**src/rtl/mem_subword_responder_pkg.sv**
```systemverilog
// mem_resp_pkg: shared types and helpers for the sub-word memory responder.
// The size encoding matches the datapath's store-size mux.
package mem_resp_pkg;

    typedef enum logic [1:0] {
        SZ_WORD = 2'b00,
        SZ_BYTE = 2'b01,
        SZ_HALF = 2'b10,
        SZ_RSVD = 2'b11
    } size_e;

    typedef enum logic [2:0] {
        ST_IDLE,
        ST_RD,
        ST_WAIT,
        ST_WR,
        ST_DONE
    } state_e;

    // Merge store data into the word read back from RAM; untouched lanes keep
    // their old contents. Word and reserved sizes replace the whole word.
    function automatic logic [31:0] lane_merge(input logic [31:0] old_word,
                                               input logic [31:0] new_word,
                                               input size_e       size,
                                               input logic [1:0]  off);
        logic [31:0] merged;
        merged = old_word;
        case (size)
            SZ_BYTE: merged[{off, 3'b000} +: 8] = new_word[7:0];
            SZ_HALF: begin
                if (off[1]) merged[31:16] = new_word[15:0];
                else        merged[15:0]  = new_word[15:0];
            end
            default: merged = new_word;
        endcase
        return merged;
    endfunction

    // Misaligned halfword/word accesses and the reserved size are errors.
    function automatic logic align_err(input size_e size, input logic [1:0] off);
        case (size)
            SZ_WORD: return off != 2'b00;
            SZ_HALF: return off[0];
            SZ_RSVD: return 1'b1;
            default: return 1'b0;
        endcase
    endfunction

endpackage

```
**src/rtl/subword_lane_align.sv**
```systemverilog
// subword_lane_align: picks the addressed byte/halfword lane out of a RAM word,
// moves it to bit 0 and zero-extends it. Word size passes the word through.
module subword_lane_align
    import mem_resp_pkg::*;
(
    input  logic [31:0] word,
    input  size_e       size,
    input  logic [1:0]  off,
    output logic [31:0] lane_data
);

    // Lane select and zero-extension
    always_comb begin
        lane_data = word;
        case (size)
            SZ_BYTE: lane_data = {24'b0, word[{off, 3'b000} +: 8]};
            SZ_HALF: lane_data = off[1] ? {16'b0, word[31:16]} : {16'b0, word[15:0]};
            default: lane_data = word;
        endcase
    end

endmodule

```
**src/rtl/mem_subword_responder.sv**
```systemverilog
// mem_subword_responder: load/store responder between the core's memory port
// and a word-wide synchronous RAM. Word accesses go straight through, byte and
// halfword stores are read-modify-write, sub-word loads come back zero-extended.
// Optional: define MEMRESP_ALIGN_CHECK_EN to flag misaligned or reserved-size
// requests on resp_err (no RAM access) instead of ignoring the low address bits.
module mem_subword_responder
    import mem_resp_pkg::*;
#(
    parameter int RD_LAT = 1,
    parameter int WORDS  = 256,
    localparam int AW    = $clog2(WORDS)
) (
    input  logic          Clk,
    input  logic          reset,
    input  logic          req_valid,
    input  logic          req_wr,
    input  logic [1:0]    req_size,
    input  logic [31:0]   req_addr,
    input  logic [31:0]   req_wdata,
    output logic          busy,
    output logic          resp_valid,
    output logic [31:0]   resp_rdata,
    output logic          resp_err,
    output logic [AW-1:0] ram_addr,
    output logic          ram_wr,
    output logic [31:0]   ram_wdata,
    input  logic [31:0]   ram_rdata
);

    state_e      state;
    logic [1:0]  wait_cnt;
    logic        lat_wr;
    size_e       lat_size;
    logic [1:0]  lat_off;
    logic [31:0] lat_wdata;
    logic [31:0] load_data;
    logic        req_bad;
    logic        req_word;
    logic        unused_addr_bits;

    // Byte address bits above the RAM depth do not select anything.
    assign unused_addr_bits = ^req_addr[31:AW+2];

    // Reserved size behaves as a word whenever it is not flagged as an error.
    assign req_word = (size_e'(req_size) == SZ_WORD) || (size_e'(req_size) == SZ_RSVD);

`ifdef MEMRESP_ALIGN_CHECK_EN
    assign req_bad = align_err(size_e'(req_size), req_addr[1:0]);
`else
    assign req_bad = 1'b0;
`endif

    subword_lane_align u_align (
        .word      (ram_rdata),
        .size      (lat_size),
        .off       (lat_off),
        .lane_data (load_data)
    );

    // Request FSM; every port output is a register updated on the transition.
    // WAIT spans the RAM read latency so ram_rdata is sampled as it turns valid.
    always_ff @(posedge Clk) begin
        if (reset) begin
            state      <= ST_IDLE;
            wait_cnt   <= '0;
            lat_wr     <= 1'b0;
            lat_size   <= SZ_WORD;
            lat_off    <= '0;
            lat_wdata  <= '0;
            busy       <= 1'b0;
            resp_valid <= 1'b0;
            resp_rdata <= '0;
            resp_err   <= 1'b0;
            ram_addr   <= '0;
            ram_wr     <= 1'b0;
            ram_wdata  <= '0;
        end else begin
            ram_wr     <= 1'b0;
            resp_valid <= 1'b0;
            case (state)
                ST_IDLE: begin
                    if (req_valid) begin
                        lat_wr    <= req_wr;
                        lat_size  <= size_e'(req_size);
                        lat_off   <= req_addr[1:0];
                        lat_wdata <= req_wdata;
                        busy      <= 1'b1;
                        if (req_bad) begin
                            resp_valid <= 1'b1;
                            resp_err   <= 1'b1;
                            resp_rdata <= '0;
                            state      <= ST_DONE;
                        end else if (req_wr && req_word) begin
                            ram_addr  <= req_addr[AW+1:2];
                            ram_wdata <= req_wdata;
                            ram_wr    <= 1'b1;
                            state     <= ST_WR;
                        end else begin
                            ram_addr <= req_addr[AW+1:2];
                            state    <= ST_RD;
                        end
                    end
                end
                ST_RD: begin
                    wait_cnt <= 2'(RD_LAT - 1);
                    state    <= ST_WAIT;
                end
                ST_WAIT: begin
                    if (wait_cnt == 2'd0) begin
                        if (lat_wr) begin
                            ram_wdata <= lane_merge(ram_rdata, lat_wdata, lat_size, lat_off);
                            ram_wr    <= 1'b1;
                            state     <= ST_WR;
                        end else begin
                            resp_rdata <= load_data;
                            resp_valid <= 1'b1;
                            state      <= ST_DONE;
                        end
                    end else begin
                        wait_cnt <= wait_cnt - 2'd1;
                    end
                end
                ST_WR: begin
                    resp_valid <= 1'b1;
                    state      <= ST_DONE;
                end
                ST_DONE: begin
                    busy       <= 1'b0;
                    resp_err   <= 1'b0;
                    resp_rdata <= '0;
                    ram_addr   <= '0;
                    ram_wdata  <= '0;
                    state      <= ST_IDLE;
                end
                default: state <= ST_IDLE;
            endcase
        end
    end

endmodule

```
**config.mk**
```make
export PLATFORM = sky130hd
export DESIGN_NAME = mem_subword_responder
export DESIGN_NICKNAME = d
export VERILOG_FILES = /design/src/rtl/mem_subword_responder_pkg.sv /design/src/rtl/subword_lane_align.sv /design/src/rtl/mem_subword_responder.sv
export SDC_FILE = /design/constraint.sdc
export NUM_CORES = 1
export LEC_CHECK = 0
export CORE_AREA = 2 2 122 124
export DETAILED_ROUTE_END_ITERATION = 7
export DIE_AREA = 0 0 124 126
export GPL_TIMING_DRIVEN = 0
export PLACE_DENSITY = 0.83
export SLEW_MARGIN = 5
export SYNTH_ARGS = -nofsm -noshare
export SYNTH_HDL_FRONTEND = slang
export SYNTH_HIERARCHICAL = 1
export SYNTH_SLANG_ARGS = --single-unit
export TNS_END_PERCENT = 10
```
**constraint.sdc**
```tcl
create_clock -name Clk -period 2.3 [get_ports Clk]
set_clock_uncertainty 0.1 [all_clocks]
set_input_delay 0.46 -clock Clk [delete_from_list [all_inputs] [get_ports Clk]]
set_output_delay 0.46 -clock Clk [all_outputs]
set_load 0.02 [all_outputs]
```
* After elaboration in Yosys (flattened, before gate mapping) *
Index checks and enable logic that the tools add are counted.

storage, ports and cells
  output and inout port bits = 76
  input bits = 102
  register bits = 117

cells by class
  reduce and logical (&&, ||, !) cells = 15
  add/sub/neg operators = 2
  shifts and indexed selects = 3
  muxes and demuxes = 33
  equal/unequal tests = 13

operators with widths
  kind                                                   count
  two-way mux 32 bit                                     6
  case mux 32 bit (2 select lines)                       3
  case mux 32 bit (3 select lines)                       1
  two-way mux 16 bit                                     3
  bitwise mux 32 bit                                     1
  variable shift 8 x 7 -> 32 bit (first input constant)  1
  indexed part select 32 x 6 -> 8 bit                    1
  indexed part select 8 x 7 -> 32 bit                    1
  case mux 8 bit (2 select lines)                        1
  inequality test 2 bit (second input constant)          6
  case mux 3 bit (4 select lines)                        1
  two-way mux 3 bit                                      3
  two-way mux 8 bit                                      1
  AND reduction 2 bit                                    4
  two-way mux 1 bit                                      7
  negator 5 -> 7 bit                                     1
  == test 3 x 2 -> 1 bit (second input constant)         2
  case mux 1 bit (2 select lines)                        3
  nonzero test 2 bit                                     3
  AND reduction 5 bit                                    1
  == test 2 bit (second input constant)                  2
  zero test 2 bit                                        2
  two-way mux 2 bit                                      2
  case mux 2 bit (2 select lines)                        1
  9 further kinds                                        9

* Longest topological paths before layout *
Gate-level depths: netlist of the first run.

  word-level depth = 7
  gate-level depth with buffers = 9

* By module *
Netlist of the first run, hierarchy kept.

by module, submodules not included
  module                 times used  sequential area each (µm²)  cells an instance  area an instance (µm²)
  mem_subword_responder  1           2342.2                      671                5604.1
  subword_lane_align     1           0.0                         77                 585.6

* Least setup slack after synthesis of the first run *
No wires, ideal clock.

  path kind = register to register
  from = reg lat_off[0]
  to = reg ram_wdata[16]
  cell stages (with the launch flop) = 8
  clock period less this slack = 2.450 ns
  library setup time = 0.091 ns
  required time = 2.109 ns
  arrival time = 2.259 ns
  setup slack = -0.150 ns
  path through = dfxtp_1 > clkbuf_1 > inv_1 > ha_1 > nor4bb_1 > and3_1 > o221ai_1 > a311oi_1

on the way
  word-level cells in the longest chain between the ends = 7
  elaborated cells on any way between the ends = 8
  those cells by class = 1 x add/sub; 2 x shift; 5 x mux

ends and longest elaborated chain
  element                                                                                       line                             RTL
  start: declaration                                                                            mem_subword_responder.sv:34      logic [1:0] lat_off;
  start signal: assignment                                                                      mem_subword_responder.sv:85      lat_off <= req_addr[1:0];
  negator 5 -> 7 bit (*)                                                                        mem_subword_responder_pkg.sv:29  SZ_BYTE: merged[{off, 3'b000} +: 8] = new_word[7:0];
  indexed part select 8 x 7 -> 32 bit / variable shift 8 x 7 -> 32 bit (equally long branches)  mem_subword_responder_pkg.sv:29
  bitwise mux 32 bit (*)                                                                        mem_subword_responder_pkg.sv:29
  case mux 32 bit (2 select lines) (*)                                                          mem_subword_responder_pkg.sv:28  case (size)
  two-way mux 32 bit (*)                                                                        mem_subword_responder.sv:110     if (lat_wr) begin
  two-way mux 32 bit (*)                                                                        mem_subword_responder.sv:109     if (wait_cnt == 2'd0) begin
  case mux 32 bit (3 select lines) (*)                                                          mem_subword_responder.sv:80      case (state)
  end signal: assignment                                                                        mem_subword_responder.sv:95      ram_wdata <= req_wdata;
  end signal: assignment                                                                        mem_subword_responder.sv:111     ram_wdata <= lane_merge(ram_rdata, lat_wdata, lat_size, lat_off);
  end: declaration                                                                              mem_subword_responder.sv:26      output logic [31:0] ram_wdata,

Mark *: on every way between the ends. The rest lies on a longest branch, timed or not. The select of a mux whose other input is x is not followed.
A chain may end at the register's enable or synchronous reset.

* Final worst setup path of the first run *
  from = reg lat_off[1]
  to = reg ram_wdata[14]

on the way
  word-level cells in the longest chain between the ends = 7
  elaborated cells on any way between the ends = 9
  those cells by class = 1 x add/sub; 2 x shift; 6 x mux

ends and longest elaborated chain
  element                                                                                       line
  negator 5 -> 7 bit                                                                            mem_subword_responder_pkg.sv:29
  indexed part select 8 x 7 -> 32 bit / variable shift 8 x 7 -> 32 bit (equally long branches)  mem_subword_responder_pkg.sv:29
  bitwise mux 32 bit                                                                            mem_subword_responder_pkg.sv:29
  case mux 32 bit (2 select lines) (*)                                                          mem_subword_responder_pkg.sv:28
  two-way mux 32 bit (*)                                                                        mem_subword_responder.sv:110
  two-way mux 32 bit (*)                                                                        mem_subword_responder.sv:109
  case mux 32 bit (3 select lines) (*)                                                          mem_subword_responder.sv:80

Marked as above.

==> results of run 1 <==
through the flow:
| stage | hold WS [ns] | utilization [%] | std cells | area, sq um | TNS (ns) |
|---|---|---|---|---|---|
| 4_1_cts | 0.360 | 60.1 | 1117 | 8610 | 0 |
| 5_1_grt | 0.370 | 60.6 | 1118 | 8670 | -0.0676 |
| 6_report | 0.354 | 60.6 | 1118 | 8670 | 0 |
| 3_5_place_dp | 0.351 | 55.7 | 1086 | 7980 | -14.12 |
| 3_3_place_gp | 0.343 | 55.7 | 1086 | 7980 | -12.94 |
| 2_1_floorplan | 0.336 | - | 748 | 6200 | -0.0162 |
metal layers:
layer  vias up  track usage, %  share of wire, %
met5         -               0                 0
met4         0            11.0               3.3
met3        53            5.84                10
met2       377            41.6                45
met1      3162            37.2                42
li1       3112               -                 -
cell usage in the layout (no fill, tap or decap), types with 17 or more instances in the layout:
cell type / netlist / layout
sky130_fd_sc_hd__dfxtp_1: 117 / 114
sky130_fd_sc_hd__nand2_1: 141 / 141
sky130_fd_sc_hd__a22oi_1: 34 / 34
sky130_fd_sc_hd__o221ai_1: 24 / 24
sky130_fd_sc_hd__clkbuf_1: 45 / 39
sky130_fd_sc_hd__nor2_1: 29 / 29
sky130_fd_sc_hd__a311oi_1: 33 / 33
sky130_fd_sc_hd__a221o_1: 23 / 23
sky130_fd_sc_hd__clkbuf_16: 0 / 17
sky130_fd_sc_hd__clkdlybuf4s50_1: 0 / 154
sky130_fd_sc_hd__a21oi_1: 87 / 86
sequential cells by signal, indices dropped and copies added (netlist names), 2 cells and up:
name / count
lat_wdata: 32
ram_wdata: 32
resp_rdata: 32
ram_addr: 8
state: 3
lat_off: 2
lat_size: 2
wait_cnt: 2
kinds of logic after synthesis:
| family | after synthesis | synth area share, % |
|---|---|---|
| AOI/OAI and AO/OA | 258 | 30.0 |
| and+or+nand+nor | 253 | 19.6 |
| DFF | 117 | 37.8 |
| buffers and inverters | 83 | 5.94 |
| muxes | 24 | 4.22 |
| adders and majority gates | 10 | 2.02 |
| xor gates and xnor gates | 2 | 0.283 |
| other | 1 | 0.0606 |
what timing repair did:
action / CTS / global route
gates cloned: 0 / 0
resized for setup: 11 / 21
setup endpoints to repair: 32 / 43
buffers inserted: 1 / 3
pin swaps: 3 / 1
power by group through the flow:
stage | Combinational (uW) | Sequential [uW] | Clock (uW)
global placement | 1810 | 2400 | 0
detailed placement | 1840 | 2410 | 0
global route | 2050 | 2390 | 2760
finish | 1920 | 2370 | 2650
floorplan | 961 | 2520 | 0
CTS | 1860 | 2370 | 2670
worst register-to-register path, cell delays in order, from the launching register on:
cell and delay, ns:
sky130_fd_sc_hd__dfxtp_2 0.38, sky130_fd_sc_hd__buf_6 0.16, sky130_fd_sc_hd__inv_1 0.12, sky130_fd_sc_hd__ha_1 0.25, sky130_fd_sc_hd__nand2b_1 0.26, sky130_fd_sc_hd__a21boi_0 0.40
sky130_fd_sc_hd__o221ai_1 0.25, sky130_fd_sc_hd__a311oi_1 0.28
area by class of cell:
class / count / area (sq um)
clock inverter: 8 / 97.6
clock buffer: 23 / 498
inverter: 13 / 50.0
multi-input combinational: 548 / 3540
timing repair buffer: 158 / 1570
sequential: 117 / 2350
buffer: 67 / 337
fill: 1227 / 5640
tap: 184 / 230
final timing paths:
path / start / to / depth (start not counted)
min reg2reg: resp_rdata[6] / resp_rdata[6] / 2
max reg2reg: lat_off[1] / ram_wdata[14] / 7
max: lat_off[1] / ram_wdata[14] / 7
min: resp_rdata[6] / resp_rdata[6] / 2
==> results.txt, run 1 <==
The worst IR drop on VDD is 0.000483 V. The number of antenna violations at the first check in global routing is 0. The clock sink total is 117. The combinational share of power came out at 27.6%.

The overflow left after global routing is 0. The level count of the clock H-tree came out at 4. STA classifies the critical path startpoint as a flop. By startpoint and endpoint, the worst setup path is classified as reg -> reg.

The pin count of the biggest net entering global routing is 17. The final-report setup violation count came out at 0. The count of unique library cells instantiated by Yosys is 55. The slowest stage of the critical path is the sky130_fd_sc_hd__a21boi_0 cell. The top cell type by area accounts for 37.8% of the synthesized area. For this run, asynchronously set or reset flops after synthesis account for 0%. Across the run, the number of max-cap violations was 0. The kind of cell with the highest combined delay along the critical path is compound AO/OA/AOI/OAI gates. The net count of the mapped netlist is 860. The portion of total power attributed to sequential cells is 34.1%. The number of enable flip-flop cells after synthesis came out at 0. In this run the deepest clock path goes through 2 buffers. The cts-stage hold buffer count is 0.

In this run the power spent charging and discharging nets is 2160 uW. The number of DRC violations after detailed routing is 0. Row generation in the floorplan step produced 44 rows. By count the netlist is led by 141 x sky130_fd_sc_hd__nand2_1, 117 x sky130_fd_sc_hd__dfxtp_1, 87 x sky130_fd_sc_hd__a21oi_1. The kind of end point of the critical path is a flop.

In this run the clock root is driven by a sky130_fd_sc_hd__clkbuf_16. The clock power share is 38.2%. The first global-routing pass estimated 32.8 mm of wire. Setup slack closes at 0.00251 ns. The number of nets with antenna violations after detailed routing came out at 0.

Sequential elements use 37.8% of the synthesized area. After layout, the worst path uses 99.9% of the clock period. After synthesis the netlist holds a flip-flop and latch count of 117. In this run the tool buffered the top-level ports with 154 buffer cells. The total count of hold-check failures in the final report came out at 0. The biggest area contributor in the post-synthesis netlist is sky130_fd_sc_hd__dfxtp_1.

The per-cell via count in the routed design came out at 6.00. The number of standard cells after synthesis came out at 748. The total area inside the core boundary comes to 0.0143 sq mm. The first detailed-routing pass took 6 iterations. A synthesized cell averages 8.27 sq um. Yosys printed 6 warnings. The final antenna diode count is 0.

The total half-perimeter wirelength after legalization and detailed placement is 16.1 mm. The total detailed-routing wirelength is 21.6 mm. The transition time of the tightest slew-check pin is 0.659 ns.

The most numerous cell in the Yosys netlist is sky130_fd_sc_hd__nand2_1. The starting density of the core came out at 43.2%. The total design power came out at 6940 uW. Setup repair after global routing could not meet its margin everywhere. The global routing usage summed across all routing layers is 27.2%. The relative area change from synthesis to final layout is 40.1%. The leakage power came out at 0.00304 uW.

The area of the mapped netlist came out at 0.00619 sq mm. Yosys attributes the largest share of cell area to sky130_fd_sc_hd__dfxtp_1 38%, sky130_fd_sc_hd__nand2_1 8.6%, sky130_fd_sc_hd__a21oi_1 7.0%, sky130_fd_sc_hd__a311oi_1 4.7%, sky130_fd_sc_hd__a22oi_1 4.1%. The internal power is 4780 uW. The top achievable clock speed came out at 435 MHz. The count of buffering cells on the critical path with inverters included came out at 2. The power per unit of standard cell area is 800 mW/mm^2. For this run, the post-layout net count is 1034. In this run the tightest slew margin relative to its limit is 56.1%. The overall die width is 124 um. The number of violations reported at the end of detailed-routing iteration 0 came out at 704.

The clock period minus worst slack came out at 2.30 ns. Of the cells placed in the final design, the portion with a size suffix greater than 1 is 10.7%. The routed length per instance is 19.3 um.

Data on the critical path arrives at its endpoint at 2.52 ns. The TritonCTS clock tree is yes. The full die area came out at 0.0156 sq mm.

Across all register-to-register paths, the minimum setup slack is 0.003 ns. The run finished with clean final reports. Data on the critical path is required at its endpoint by 2.52 ns.

In this run the worst path has a maximum fanout of 10. The I/O pin count came out at 178. Before CTS, the worst setup slack after placement is -0.504 ns. The vertical die dimension is 126 um. The via count of the first global-routing pass is 6180.

The switching fraction of total power is 31.2%. Routability-driven placement finished with a final weighted congestion of 0.973. In this design, the stage delay of the slowest critical-path cell is 0.40 ns.

The max-slew violation total from the final report is 0. The min-delay analysis places its worst path in the category reg -> reg. The clock transition at the registers of the reported paths is 0.05 ns. The critical path goes through buf_6 -> inv_1 -> ha_1 -> nand2b_1 -> a21boi_0 -> o221ai_1 -> a311oi_1. The number of buffers added by the clock tree synthesis step came out at 17. The later pin in the worst-skew pair is clocked with a latency of 0.41 ns. The most frequently used flop master after synthesis is sky130_fd_sc_hd__dfxtp_1.

The via count came out at 6704.
Note: power is estimated with default switching activity, not from simulation.
==> run 2, diff against run 1 <==
--- a/config.mk
+++ b/config.mk
@@ -5,9 +5,11 @@
 export SDC_FILE = /design/constraint.sdc
 export NUM_CORES = 1
 export LEC_CHECK = 0
-export CORE_AREA = 2 2 122 124
+export CAP_MARGIN = 15
+export CORE_AREA = 5 5 125 127
+export CTS_CLUSTER_DIAMETER = 150
 export DETAILED_ROUTE_END_ITERATION = 7
-export DIE_AREA = 0 0 124 126
+export DIE_AREA = 0 0 130 132
 export GPL_TIMING_DRIVEN = 0
 export PLACE_DENSITY = 0.83
 export SLEW_MARGIN = 5
==> run 2 against run 1 <==
First-iteration DRC count is 2.1% higher. Critical endpoint is now ram_wdata[30]. Routed wire length is 2.3% higher. Clock power is 7% higher. Critical path depth stayed put. Largest power group unchanged. Flip-flop and latch count stayed put.
==> results.txt, run 2 (synthesis results as in run 1) <==
The type of the most critical hold path is reg -> reg. The vertical die dimension is 132 um. The max-slew violation total from the final report came out at 0. The via count of the first global-routing pass came out at 6308. The worst path required time is 2.52 ns. Entering global routing, the biggest net connects 17 pins. The full die area came out at 0.0172 sq mm. The kind of end point of the critical path is a flop. The routed length per instance came out at 19.7 um.

After detailed routing, the number of vias per cell comes to 5.98. The relative area change from synthesis to final layout came out at 40.4%. CTS built an H-tree with a depth of 4. Global routing consumed, over all layers together, 25.1% of the routing resources. The number of DRC violations after detailed routing is 0.

Net switching is 31.0% of the power. The weighted congestion at the end of routability-driven global placement is 0.998. Summed over all layers, the global routing overflow is 0.

The flow ran to the end, and the final reports show no timing, DRC or antenna violations. The clock power share is 39.9%. The reported max-cap violation count is 0. The final period utilization is 99.3%. Internal power comes to 4910 uW. The type of the setup path with the least slack is reg -> reg.

Headroom to the max-slew limit came out at 56.4%. The worst setup path is launched from a flop. The total design power is 7120 uW. The floorplan core area is 0.0143 sq mm. For flop-to-flop paths, the worst setup slack is 0.02 ns. The clock period minus worst slack came out at 2.28 ns.

The number of violations reported at the end of detailed-routing iteration 0 came out at 719. The quantity of I/O buffers inserted on ports came out at 154. The clock passes through at most 2 buffers.

The total count of hold-check failures in the final report came out at 0. The initialized floorplan defines 44 standard-cell rows. In the final layout, the registers with the most flip-flops are lat_wdata x32, ram_wdata x32, resp_rdata x32. The number of cells on the worst reg-to-reg path is 7. The net count of the finished layout came out at 1033. The reported net switching power is 2210 uW. Leaving out fill and tap cells, the most frequent cell in the layout is sky130_fd_sc_hd__clkdlybuf4s50_1. TritonCTS built the clock tree. The portion of total power attributed to sequential cells is 33.3%. The transition time of the tightest slew-check pin is 0.654 ns. The worst IR drop on VDD is 0.000525 V. The clock transition at the registers of the reported paths came out at 0.06 ns. For this design the static power due to leakage is 0.00304 uW.

The clock drives 117 sinks. Leaving out fill and tap cells, the most frequent cells in the layout are 154 x sky130_fd_sc_hd__clkdlybuf4s50_1, 141 x sky130_fd_sc_hd__nand2_1, 115 x sky130_fd_sc_hd__dfxtp_1. The overall die width came out at 130 um. Cells fill 60.7% of the core in the end. The I/O pin count came out at 178. The worst slack on hold paths is 0.355 ns. Clock latency on the worst-skew pair, taken at its later pin, is 0.41 ns.

After the flow finishes, the layout carries non-filler instances totaling 1118. For this run, the detailed router's first-pass iteration total came to 5. The first global-routing pass estimated 34.1 mm of wire. The initial utilization of the core area, before any placement, comes to 43.2%. Detailed placement ended at an HPWL of 16.6 mm. The most critical setup path has its startpoint at lat_off[0]. The number of nets with antenna violations after detailed routing is 0. The final-report setup violation count is 0.

In this run the power density over the cells is 819 mW/mm^2. The final total negative setup slack came out at 0 ns. The via count is 6691.

Static timing analysis puts the maximum clock frequency at 438 MHz. Along the worst path, the maximum fanout reaches 10. The number of antenna violations at the first check in global routing is 0. In this run the critical register-to-register path is captured at ram_wdata[30]. The total detailed-routing wirelength is 22.1 mm. After clock tree synthesis, the flow added hold-fix buffers numbering 0. The repair_antennas step left the layout with diodes totalling 0. The arrival time of data at the critical path endpoint is 2.50 ns. Setup repair after global routing could not meet its margin everywhere.

The critical path ends at ram_wdata[30]. The number of buffers added by the clock tree synthesis step came out at 17. The worst register-to-register path begins at lat_off[0]. In this run, placement finished with an instance count of 1086. CTS placed an instance of sky130_fd_sc_hd__clkbuf_16 at the clock tree root. Of the cells placed in the final design, the portion with a size suffix greater than 1 is 10.5%.

The combinational share of power came out at 26.8%.
-- run 2: cell count changes in the layout (fill, tap and decap cells not counted), moves of 2 or more --
cell / previous run / this run
sky130_fd_sc_hd__clkbuf_8: 6 / 3
sky130_fd_sc_hd__bufinv_16: 2 / 4
sky130_fd_sc_hd__clkinv_4: 0 / 2
sky130_fd_sc_hd__ha_2: 0 / 2
sky130_fd_sc_hd__ha_4: 2 / 0
-- run 2: cell type report --
cell class / count / area (sq um)
buffer: 66 / 330
clock buffer: 20 / 457
clock inverter: 12 / 178
fill: 1232 / 5620
inverter: 13 / 50.0
multi-input combinational: 548 / 3530
sequential: 117 / 2350
tap: 184 / 230
timing repair buffer: 158 / 1570
-- run 2: worst min-delay path by stage --
stage,end,depth (start not counted),start,slack [ns]
6_report,resp_rdata[24],2,resp_rdata[24],0.36
5_1_grt,lat_wdata[25],2,lat_wdata[25],0.38
4_1_cts,resp_rdata[15],2,resp_rdata[15],0.36
3_5_place_dp,resp_rdata[10],2,resp_rdata[10],0.35
3_3_place_gp,resp_rdata[19],2,resp_rdata[19],0.34
2_1_floorplan,lat_wdata[16],2,lat_wdata[16],0.34
-- run 2: power by group through the flow --
stage	Sequential, uW	Clock [uW]	Combinational (uW)
finish	2370	2840	1910
global route	2390	2940	2050
CTS	2360	2850	1870
detailed placement	2400	0	1840
global placement	2400	0	1820
floorplan	2520	0	961
-- run 2: timing repair --
| action | 4_1_cts | 5_1_grt |
|---|---|---|
| setup endpoints to repair | 32 | 56 |
| setup buffers | 3 | 1 |
| pin swaps | 2 | 2 |
| gates resized for setup | 14 | 15 |
| hold endpoints to repair | 0 | 0 |
-- run 2: per-stage QoR --
stage | setup slack [ns] | area [sq um]
2_1_floorplan | -0.00812 | 6200
3_3_place_gp | -0.465 | 7980
3_5_place_dp | -0.487 | 7980
4_1_cts | 0.0180 | 8670
5_1_grt | -0.124 | 8690
6_report | 0.0159 | 8690
-- run 2: critical path: stages, from the launching register on --
cell	delay, ns
sky130_fd_sc_hd__dfxtp_4	0.42
sky130_fd_sc_hd__clkbuf_8	0.19
sky130_fd_sc_hd__inv_1	0.08
sky130_fd_sc_hd__ha_2	0.34
sky130_fd_sc_hd__and4bb_2	0.39
sky130_fd_sc_hd__and4b_1	0.23
sky130_fd_sc_hd__o221ai_1	0.15
sky130_fd_sc_hd__a311oi_1	0.29
-- run 2: layer usage --
metal / vias up / share of wire (%) / track usage (%)
met5: - / 0 / 0
met4: 0 / 3.6 / 10.1
met3: 61 / 10 / 7.01
met2: 381 / 45 / 38.2
met1: 3141 / 41 / 33.3
li1: 3108 / - / -
==> run 3, diff against run 2 <==
--- a/config.mk
+++ b/config.mk
@@ -15,6 +15,5 @@
 export SLEW_MARGIN = 5
 export SYNTH_ARGS = -nofsm -noshare
 export SYNTH_HDL_FRONTEND = slang
-export SYNTH_HIERARCHICAL = 1
 export SYNTH_SLANG_ARGS = --single-unit
 export TNS_END_PERCENT = 10
==> run 3 against run 2 <==
Sequential share of layout area is 0.27 points lower. Worst setup slack improved by 0.010 ns. First-iteration DRC count increased by 4.6%. Fmax up 0.45%. Register-to-register slack is essentially flat. Clock-buffer cell count fell by 2. Utilization grew 0.67 points. Combinational power decreased by 17%. Critical path type unchanged. Cell area is 1.1% higher. Cell count up 0.81%.
==> results.txt, run 3 <==
The run finished with clean final reports. The number of different library cells used by synthesis comes to 55. The vertical die dimension came out at 132 um.

By instance count, the leading cell after synthesis is sky130_fd_sc_hd__dfxtp_1. For this run, the leading register cell type out of synthesis is sky130_fd_sc_hd__dfxtp_1. TritonCTS built the clock tree.

The via count of the first global-routing pass is 6329. The commonest non-fill, non-tap cell in the layout is sky130_fd_sc_hd__clkdlybuf4s50_1. The clock latency on the worst-skew pair came out at 0.43 ns. The top achievable clock speed is 440 MHz. Across the VDD grid, the largest voltage drop is 0.000484 V.

In the post-route analysis, the smallest setup slack over all paths is 0.0261 ns. Counting the buffers created by CTS gives 17. The detailed-routing iteration count for the pre-antenna-repair pass came out at 5.

Net switching is 30.4% of the power. STA classifies the critical path startpoint as a flop. The clock power share is 42.5%. The internal power is 4700 uW. After detailed routing, the total wire length is 22.6 mm. In this run, synthesis produced a sequential element count of 117. Sorting the synthesized cells by how often they occur yields 117 x sky130_fd_sc_hd__dfxtp_1, 100 x sky130_fd_sc_hd__nand2_1, 71 x sky130_fd_sc_hd__a21oi_1. In this run the horizontal extent of the chip is 130 um. The routed length per instance came out at 20.1 um.

The arrival time of data at the critical path endpoint is 2.47 ns. For this design the total switching power over the nets is 2050 uW. The critical-path cell with the highest stage delay is sky130_fd_sc_hd__a2111oi_1. The top-area cell type share of the netlist area came out at 37.7%. The relative area change from synthesis to final layout came out at 41.5%. The number of nets handed over by synthesis was 867. The global routing usage summed across all routing layers came out at 25.5%.

The worst setup path is of the reg -> reg kind. The final core utilization is 61.4%. The worst slack on hold paths came out at 0.358 ns. In this run the static leakage power is 0.00309 uW. The number of antenna diodes in the final layout is 0.

The full die area is 0.0172 sq mm. Routability-driven placement finished with a final weighted congestion of 0.956. Leaving out fill and tap cells, the most frequent cells in the layout are 154 x sky130_fd_sc_hd__clkdlybuf4s50_1, 115 x sky130_fd_sc_hd__dfxtp_1, 100 x sky130_fd_sc_hd__nand2_1. Combinational logic is responsible for 23.6% of the overall power. The net count of the finished layout is 1040.

After synthesis, the cell types taking the most area are sky130_fd_sc_hd__dfxtp_1 38%, sky130_fd_sc_hd__a221oi_1 6.3%, sky130_fd_sc_hd__nand2_1 6.0%, sky130_fd_sc_hd__a21oi_1 5.7%, sky130_fd_sc_hd__mux2_2 4.0%. The clock transition at the registers of the reported paths came out at 0.06 ns. The count of standard-cell rows is 44.

The number of enable flip-flop cells after synthesis came out at 0. The clock period minus worst slack is 2.27 ns. For this run, design rule violations remaining after detail routing come to 0. The final-report setup violation count came out at 0.

The layout filler cell count came out at 1253. Dividing the final minimum period by the clock period gives 98.9%. The cts-stage hold buffer count came out at 0. The portion of the post-synthesis area used by sequential elements came out at 37.7%. The Yosys warning count came out at 0. The via count is 6727. Synthesis produced 757 cells. The number of placed cells counting well taps came out at 1095. The portion of total power attributed to sequential cells came out at 33.9%. The floorplan core area came out at 0.0143 sq mm.

The level count of the clock H-tree is 4. OpenSTA, run right after detailed placement, puts the worst setup slack at -0.479 ns. The total count of hold-check failures in the final report came to 0.

The kind of end point of the critical path is a flop. At the pin with the least slew margin, the transition time is 0.690 ns. The final instance count without filler cells is 1127. After synthesis, the mean cell area works out to 8.20 sq um.

The biggest area consumer among synthesized cells is sky130_fd_sc_hd__dfxtp_1. The area of the mapped netlist is 0.00621 sq mm. The number of antenna violations at the first check in global routing was 0. The post-route netlist has 15.3% of its cells at a drive strength greater than 1.

The quantity of I/O buffers inserted on ports came out at 154. The worst slew margin relative to its limit came out at 54.0%. The register cell area after layout came out at 0.00235 sq mm. The clock sink total is 117. The power per unit of standard cell area is 768 mW/mm^2.

The overflow left after global routing came out at 0. Traced cell by cell, the critical path runs through inv_1 -> ha_1 -> buf_2 -> clkbuf_2 -> o21ai_0 -> nor2_1 -> a2111oi_1 -> nor3_1. The maximum single-stage delay on the critical path came out at 0.56 ns.

The cell sitting at the root of the clock tree is a sky130_fd_sc_hd__clkbuf_16. The starting density of the core is 43.4%. Entering global routing, the biggest net connects 17 pins. Setup repair after global routing could not meet its margin everywhere. The maximum buffer depth of the clock tree is 2.

Detailed placement ended at an HPWL of 16.8 mm. Once detail routing completed, the nets flagged for antenna violations numbered 0. After detailed routing, the number of vias per cell comes to 5.97. The max-slew violation total from the final report is 0. The worst path required time is 2.49 ns. The number of violations reported at the end of detailed-routing iteration 0 is 752. The top fanout value on the critical path came out at 10. In the synthesized netlist the async set-or-reset flop fraction comes to 0%. The largest registers in the layout are lat_wdata x32, ram_wdata x32, resp_rdata x32. Max-cap violations in this run came to 0.

The multi-input logic area is 0.00350 sq mm. The tightest min-delay check is of the reg -> reg type. The I/O pin count came out at 178. The first global-routing pass estimated 34.0 mm of wire.
-- run 3: cell count changes after synthesis, moves of 23 or more --
cell | previous run | this run
sky130_fd_sc_hd__clkbuf_1 | 45 | 22
sky130_fd_sc_hd__a221oi_1 | 0 | 45
sky130_fd_sc_hd__nand3_1 | 3 | 42
sky130_fd_sc_hd__nor2_1 | 29 | 58
sky130_fd_sc_hd__buf_2 | 12 | 35
sky130_fd_sc_hd__a311oi_1 | 33 | 0
sky130_fd_sc_hd__nor3_1 | 8 | 35
sky130_fd_sc_hd__nand2_1 | 141 | 100
sky130_fd_sc_hd__a221o_1 | 23 | 0
sky130_fd_sc_hd__a211oi_1 | 2 | 27
-- run 3: kinds of logic (layout without fill, tap and decap cells) --
family / count (synthesis) / in the layout / synth area share [%]
and+or+nand+nor: 274 / 274 / 20.7
DFF: 117 / 117 / 37.7
xor gates and xnor gates: 1 / 1 / 0.141
other: 1 / 1 / 0.0604
AOI/OAI and AO/OA: 230 / 230 / 28.0
adders and majority gates: 8 / 8 / 1.61
muxes: 23 / 23 / 4.15
buffers and inverters: 103 / 289 / 7.60
-- run 3: through the flow --
step / power (uW) / setup TNS, ns / instance area, sq um
after CTS: 6700 / -0.0188 / 8670
after global placement: 3800 / -10.65 / 7980
after floorplan: 3180 / 0 / 6210
final: 6750 / 0 / 8790
after detailed placement: 3820 / -11.87 / 7980
after global routing: 6990 / -0.274 / 8790
-- run 3: timing repair --
action | 4_1_cts | 5_1_grt
gates cloned | 0 | 0
resized for setup | 16 | 29
pin swaps | 1 | 2
endpoints found under the setup margin | 41 | 47
buffers inserted | 0 | 1
-- run 3: critical path, delay by kind of cell, from the launching register on --
kind            cells  cell delay [ns]
compound gates      2             0.80
fa+ha+maj           1             0.28
buf+inv             3             0.46
flops               1             0.35
simple gates        2             0.16
-- run 3: worst paths after layout --
check	startpoint	end	slack, ns	depth (start not counted)
max	lat_size[0]	ram_wdata[14]	0.03	8
min	lat_wdata[19]	lat_wdata[19]	0.36	2
max reg2reg	lat_size[0]	ram_wdata[14]	0.03	8
min reg2reg	lat_wdata[19]	lat_wdata[19]	0.36	2
-- run 3: final cells by class --
class / instances / share of cell area [%]
plain buffers: 73 / 4.57
clock buffers: 18 / 5.00
clock inverters: 14 / 2.31
inverters: 29 / 1.27
multi-input cells: 537 / 39.9
flip-flops and latches: 117 / 26.7
well taps: 184 / 2.62
repair buffers: 155 / 17.6
-- run 3: routing by layer --
metal	global-route usage (%)	share of wire (%)	vias to the layer above
li1	-	-	3131
met4	10.7	4.5	0
met2	40.3	46	409
met1	31.9	39	3102
met3	7.82	10	85
met5	0	0	-
-- run 3: power by group through the flow --
stage               logic (uW)  registers [uW]  clock network, uW
floorplan                  758            2420                  0
global placement          1480            2320                  0
detailed placement        1490            2330                  0
CTS                       1530            2290               2890
global route              1690            2300               3000
finish                    1590            2290               2870
